### config.mk
export PLATFORM = sky130hd
export DESIGN_NAME = spi_reg_slave_flat
export DESIGN_NICKNAME = d
export VERILOG_FILES = /design/src/rtl/spi_reg_slave_if.sv /design/src/rtl/spi_reg_slave.sv /design/src/flat_wrapper.sv
export SDC_FILE = /design/constraint.sdc
export NUM_CORES = 1
export LEC_CHECK = 0
export BUFFER_PORTS_ARGS = -buffer_cell sky130_fd_sc_hd__buf_2
export CAP_MARGIN = 15
export CORE_MARGIN = 5
export CORE_UTILIZATION = 58
export CTS_CLUSTER_DIAMETER = 120
export DETAILED_ROUTE_END_ITERATION = 8
export PLACE_DENSITY = 0.86
export SYNTH_ARGS = -nofsm -noshare
export SYNTH_HDL_FRONTEND = slang
export SYNTH_SLANG_ARGS = --single-unit
### constraint.sdc
create_clock -name clk -period 3.75 [get_ports clk]
set_input_delay 0.375 -clock clk [delete_from_list [all_inputs] [get_ports clk]]
set_output_delay 0.375 -clock clk [all_outputs]
set_load 0.01 [all_outputs]
### src/rtl/spi_reg_slave_if.sv
// SPI pin bundle between the team's SPI master and a register-bank responder.
interface spi_reg_slave_if;
  logic SCLK;
  logic MOSI;
  logic ss;
  logic MISO;
  logic miso_oe;

  modport master (output SCLK, MOSI, ss, input MISO, miso_oe);
  modport slave  (input SCLK, MOSI, ss, output MISO, miso_oe);
endinterface

### src/rtl/spi_reg_slave.sv
// SPI register-bank responder: two-byte command/data frames, all SPI pins
// oversampled in the clk domain, read data returned on MISO in the same frame.
module spi_reg_slave #(
  parameter logic [1:0] mode      = 2'b00,
  parameter int          bits_size = 8,
  parameter int          num_regs  = 8
) (
  input  logic                            clk,
  input  logic                            reset,
  spi_reg_slave_if.slave                  spi,
  output logic [num_regs*bits_size-1:0]   regs_out,
  output logic                            wr_strobe,
  output logic [bits_size-2:0]            wr_addr,
  output logic [bits_size-1:0]            wr_data,
  output logic                            frame_err
);

  localparam int  CW   = $clog2(2*bits_size) + 1;
  localparam int  AW   = bits_size - 1;
  localparam bit  CPOL = mode[1];
  localparam bit  CPHA = mode[0];

  typedef enum logic [1:0] {IDLE, CMD, DATA, DONE} state_t;

  logic [2:0]           sclk_q;
  logic [1:0]           mosi_q;
  logic [2:0]           ss_q;
  logic [bits_size-1:0] regs [num_regs];
  state_t               state;
  logic [CW-1:0]        bit_cnt;
  logic [bits_size-1:0] rx_sr;
  logic [bits_size-1:0] tx_sr;
  logic [bits_size-1:0] cmd_q;
  logic                 skip_shift;
  logic                 oe_q;

  logic                 sclk_rise, sclk_fall, lead_edge, trail_edge;
  logic                 sample_edge, shift_edge, ss_fall, ss_rise;
  logic [bits_size-1:0] rx_next;
  logic [bits_size-1:0] rd_data;
  logic                 wr_in_range;

  always_ff @(posedge clk) begin
    if (reset) begin
      sclk_q <= '0;
      mosi_q <= '0;
      // NOTE: ss sync resets low so a pin that is already low after reset
      // shows no fall; a frame cut by reset is ignored until ss toggles.
      ss_q   <= '0;
    end else begin
      sclk_q <= {sclk_q[1:0], spi.SCLK};
      mosi_q <= {mosi_q[0], spi.MOSI};
      ss_q   <= {ss_q[1:0], spi.ss};
    end
  end

  always_comb begin
    sclk_rise   = sclk_q[1] & ~sclk_q[2];
    sclk_fall   = ~sclk_q[1] & sclk_q[2];
    lead_edge   = CPOL ? sclk_fall : sclk_rise;
    trail_edge  = CPOL ? sclk_rise : sclk_fall;
    sample_edge = CPHA ? trail_edge : lead_edge;
    shift_edge  = CPHA ? lead_edge : trail_edge;
    ss_fall     = ~ss_q[1] & ss_q[2];
    ss_rise     = ss_q[1] & ~ss_q[2];
    rx_next     = {rx_sr[bits_size-2:0], mosi_q[1]};
    wr_in_range = int'(cmd_q[AW-1:0]) < num_regs;
  end

  // Read mux indexed by the command byte as it completes; unmatched addresses read 0.
  always_comb begin
    rd_data = '0;
    for (int k = 0; k < num_regs; k++) begin
      if (rx_next[AW-1:0] == AW'(k)) rd_data = regs[k];
    end
  end

  always_ff @(posedge clk) begin
    if (reset) begin
      state      <= IDLE;
      bit_cnt    <= '0;
      rx_sr      <= '0;
      tx_sr      <= '0;
      cmd_q      <= '0;
      skip_shift <= 1'b0;
      oe_q       <= 1'b0;
      wr_strobe  <= 1'b0;
      wr_addr    <= '0;
      wr_data    <= '0;
      frame_err  <= 1'b0;
      // NOTE: the register bank is architectural state visible on regs_out,
      // so it is cleared by reset rather than left as an uninitialised RAM.
      for (int k = 0; k < num_regs; k++) regs[k] <= '0;
    end else begin
      wr_strobe <= 1'b0;
      frame_err <= 1'b0;
      oe_q      <= ~ss_q[1];
      if (ss_rise) begin
        state <= IDLE;
        tx_sr <= '0;
        if (state == CMD || state == DATA) frame_err <= 1'b1;
      end else begin
        case (state)
          IDLE: begin
            if (ss_fall) begin
              state      <= CMD;
              bit_cnt    <= '0;
              rx_sr      <= '0;
              tx_sr      <= '0;
              skip_shift <= 1'b1;
            end
          end
          CMD, DATA: begin
            if (sample_edge) begin
              rx_sr   <= rx_next;
              bit_cnt <= bit_cnt + 1'b1;
              if (state == CMD && bit_cnt == CW'(bits_size-1)) begin
                state      <= DATA;
                cmd_q      <= rx_next;
                tx_sr      <= rx_next[bits_size-1] ? rd_data : '0;
                skip_shift <= 1'b1;
              end else if (state == DATA && bit_cnt == CW'(2*bits_size-1)) begin
                state <= DONE;
                tx_sr <= '0;
                if (!cmd_q[bits_size-1] && wr_in_range) begin
                  for (int k = 0; k < num_regs; k++) begin
                    if (cmd_q[AW-1:0] == AW'(k)) regs[k] <= rx_next;
                  end
                  wr_strobe <= 1'b1;
                  wr_addr   <= cmd_q[AW-1:0];
                  wr_data   <= rx_next;
                end
              end
            end else if (shift_edge) begin
              // Holding the first shift after a load keeps the new MSB valid
              // through the next sample edge in every mode.
              if (skip_shift) skip_shift <= 1'b0;
              else            tx_sr      <= {tx_sr[bits_size-2:0], 1'b0};
            end
          end
          DONE:    ;
          default: state <= IDLE;
        endcase
      end
    end
  end

  for (genvar g = 0; g < num_regs; g++) begin : g_flat
    assign regs_out[g*bits_size +: bits_size] = regs[g];
  end

  assign spi.MISO    = tx_sr[bits_size-1] & oe_q;
  assign spi.miso_oe = oe_q;

endmodule

### src/flat_wrapper.sv
// flat-port wrapper written by rule: the top's interface ports become plain ports
module spi_reg_slave_flat 
#(
  parameter logic [1:0] mode      = 2'b00,
  parameter int          bits_size = 8,
  parameter int          num_regs  = 8
)
  (clk, reset, regs_out, wr_strobe, wr_addr, wr_data, frame_err, spi_SCLK, spi_MOSI, spi_ss, spi_MISO, spi_miso_oe);
  spi_reg_slave_if spi_i ();
  input  logic clk;
  input  logic reset;
  output logic [num_regs*bits_size-1:0] regs_out;
  output logic wr_strobe;
  output logic [bits_size-2:0] wr_addr;
  output logic [bits_size-1:0] wr_data;
  output logic frame_err;
  input wire logic [$bits(spi_i.SCLK)-1:0] spi_SCLK;
  input wire logic [$bits(spi_i.MOSI)-1:0] spi_MOSI;
  input wire logic [$bits(spi_i.ss)-1:0] spi_ss;
  output wire logic [$bits(spi_i.MISO)-1:0] spi_MISO;
  output wire logic [$bits(spi_i.miso_oe)-1:0] spi_miso_oe;
  assign spi_i.SCLK = spi_SCLK;
  assign spi_i.MOSI = spi_MOSI;
  assign spi_i.ss = spi_ss;
  assign spi_MISO = spi_i.MISO;
  assign spi_miso_oe = spi_i.miso_oe;
  spi_reg_slave #(.mode(mode), .bits_size(bits_size), .num_regs(num_regs)) u_core (.clk(clk), .reset(reset), .spi(spi_i), .regs_out(regs_out), .wr_strobe(wr_strobe), .wr_addr(wr_addr), .wr_data(wr_data), .frame_err(frame_err));
endmodule
==> impl_metrics.csv <==
group,metric,value,unit
synth,ys_types,49,
timing,final_max_slew_viol_count,0,
timing,min_period,2.79,ns
route,ant_nets,0,
global_route,grt_pass1_wl,21700,µm
timing,fin_skew,0.00642,ns
die,die_height,105,µm
clock_tree,clk_latency,0.53,ns
global_route,track_usage,25.1,%
setup_path,r2r-start,"u_core.state[0]",
timing,slew_headroom,28.6,%
clock_tree,cts_setup_buffers,0,
timing,setup_tns,0,ns
run,cap_viol_max_count,0,
route,drt_first_iter_violations,481,
synth,synth_edf_count,64,
worst_hold_path,hold_class,"in2reg",
setup_path,path_class,"reg2reg",
final_layout,drive_above_1_share,26.1,%
power,power,3.28,mW
synth,ys_async_sr_fraction,0,%
route,via_per_inst,6.04,
clock_tree,cts-buffers-inserted,17,
synth,synth_area,5240,µm²
timing,rsz0062_at_grt,"false",
synth,synth_nets,487,
final_layout,most-common-layout-cells,"buf_2, nor2_1, edfxtp_1, dfxtp_1, nand2_1",
die,fp-row-count,34,
global_route,grt_use_met2,42.7,%
route,vias,4118,
route,routedWlPerCell,20.1,µm
setup_path,endpoint_kind,"flop",
worst_hold_path,min_from,"spi_SCLK",
synth,syn_inst,476,
status,status,"complete, no violations",
global_route,use_met1,30.2,%
synth,avgSynthCellArea,11.0,µm²
place,gp_congestion,0.907,
final_layout,mostFrequentLayoutCell,"buf_2",
power,powerDensity,519,nW/µm²
setup_path,crit_fanout,9,
final_layout,n_fill_cell,548,
setup_path,crit_arrival,2.98,ns
die,die_x,105,µm
timing,worst_slew_pin_slew,1.06,ns
timing,post-route-period-util,74.3,%
clock_tree,cts-root-buf,"clkbuf_8",
die,initial_core_util,59.8,%
final_layout,final_nets,572,
timing,setup-violations-final,0,
final_layout,n_antenna_cell,0,
clock_tree,cts_buffer_depth,2,
global_route,antenna_found_initial,0,
power,peakVddDrop,0.000371,V
setup_path,crit_path_start_kind,"flop",
clock_tree,cts_hold_buf,0,
route,wirelength,13700,µm
die,io_pins,88,
route,route.detailed.drc,0,
setup_path,crit_required,3.94,ns
power,leakagePower,2.46,nW
die,design.core.area,8760,µm²
synth,ys.flop_type,"edfxtp_1",
final_layout,multiInputGateArea,1970,µm²
synth,synth-seq-cells,121,
route,dr.pass1.iters,6,
global_route,grt_pass1_vias,4129,
timing,hold_viol,0,
clock_tree,cts_tree,"done",
place,hpwl,9230,µm
global_route,overflow,0,
clock_tree,cts_resized,0,
synth,ys_seq_area_share,58.5,%
clock_tree,cts_sinks,121,
final_layout,syn_to_final_growth,20.6,%
global_route,grt.met3_usage,7.15,%
setup_path,cp-startpoint,"u_core.state[0]",
clock_tree,htreeDepth,4,
clock_tree,cts.clk_slew.worst_paths,0.06,ns
place,port_buffers,87,
die,die_area,11000,µm²
global_route,grt_busiest_layer,"met2",
final_layout,seq_area,3060,µm²
timing,max_freq,0.359,GHz
synth,ys_warn_count,0,
global_route,grt_max_degree,34,
layout make-up:
cell class / instances / area share (%)
timing repair buffer: 94 / 7.73
sequential: 121 / 48.5
clock buffer: 17 / 6.56
clock inverter: 15 / 3.01
multi-input combinational: 313 / 31.2
inverter: 14 / 0.832
tap: 108 / 2.14
per-layer routing:
| layer | wire length (µm) | up-vias |
|---|---|---|
| met3 | 1380 | 53 |
| met4 | 466 | 0 |
| met5 | 0 | - |
| met2 | 6870 | 287 |
| li1 | - | 1853 |
| met1 | 4990 | 1925 |
per-stage QoR:
stage                     setup WS [ns]  area (µm²)  hold slack [ns]  instances  utilization (%)
after global placement             1.21        5710            0.424        650             65.2
final                             0.963        6310           0.0574        682             72.1
after global routing              0.865        6310           0.0607        682             72.1
after detailed placement           1.08        5710            0.420        650             65.2
after CTS                          1.05        6310           0.0519        682             72.1
after floorplan                    1.46        5240            0.409        476                -
cell families after synthesis:
| logic type | count (synthesis) | share of synthesized area, % |
|---|---|---|
| multiplexers | 40 | 9.46 |
| adder cells (fa/ha/maj) | 6 | 1.43 |
| AND/OR/NAND/NOR | 204 | 19.1 |
| AO/OA/AOI/OAI | 63 | 7.62 |
| buffers and inverters | 42 | 3.85 |
| flip-flops | 121 | 58.5 |
cell usage after synthesis, types with 2 or more instances:
library cell,instances,area share [%]
a21o_1,2,0.29
a21oi_1,23,2.2
a221oi_1,2,0.33
a41o_1,2,0.38
and2_1,7,0.84
buf_2,2,0.19
buf_4,3,0.43
buf_6,4,0.86
clkbuf_1,18,1.3
dfxtp_1,57,22
edfxtp_1,64,37
ha_1,6,1.4
inv_1,14,1.0
mux2_2,6,1.3
mux2i_1,27,5.2
mux4_2,7,3.0
nand2_1,38,2.7
nand2b_1,21,2.5
nand3_1,15,1.4
nand3b_1,2,0.29
nand4b_1,5,0.84
nor2_1,84,6.0
nor2b_1,11,1.3
nor3_1,4,0.38
nor3_2,2,0.38
nor4_1,2,0.24
nor4b_1,2,0.33
o21ai_0,12,1.1
o22ai_1,8,0.96
o31ai_1,6,0.86
or3_1,2,0.24
final timing paths:
path                       end  slack, ns  depth (start not counted)
max          u_core.regs[1][4]       0.96                          7
min           u_core.sclk_q[0]       0.06                          2
max reg2reg  u_core.regs[1][4]       0.96                          7
min reg2reg   u_core.sclk_q[1]       0.44                          1
critical path, cell delays in order, from the launching register on:
cell and delay (ns):
dfxtp_1 0.40, inv_1 0.10, ha_1 0.30, nor4b_1 0.25, nand3_1 0.23, nor3_2 0.34, nand3_1 0.39, nand2b_1 0.44
flip-flops by register name (all words and copies together), names as in the netlist:
register,count
u_core.bit_cnt,5
u_core.cmd_q,8
u_core.frame_err,1
u_core.mosi_q,2
u_core.regs,64
u_core.rx_sr,7
u_core.sclk_q,3
u_core.skip_shift,1
u_core.spi.miso_oe,1
u_core.ss_q,3
u_core.state,2
u_core.tx_sr,8
u_core.wr_addr,7
u_core.wr_data,8
u_core.wr_strobe,1
where the power goes:
group	internal (mW)	switching (mW)	total (mW)
sequential	1.43	0.0263	1.45
clock	1.03	0.628	1.65
combinational	0.0605	0.109	0.169
Power figures use the tool's default switching activity.
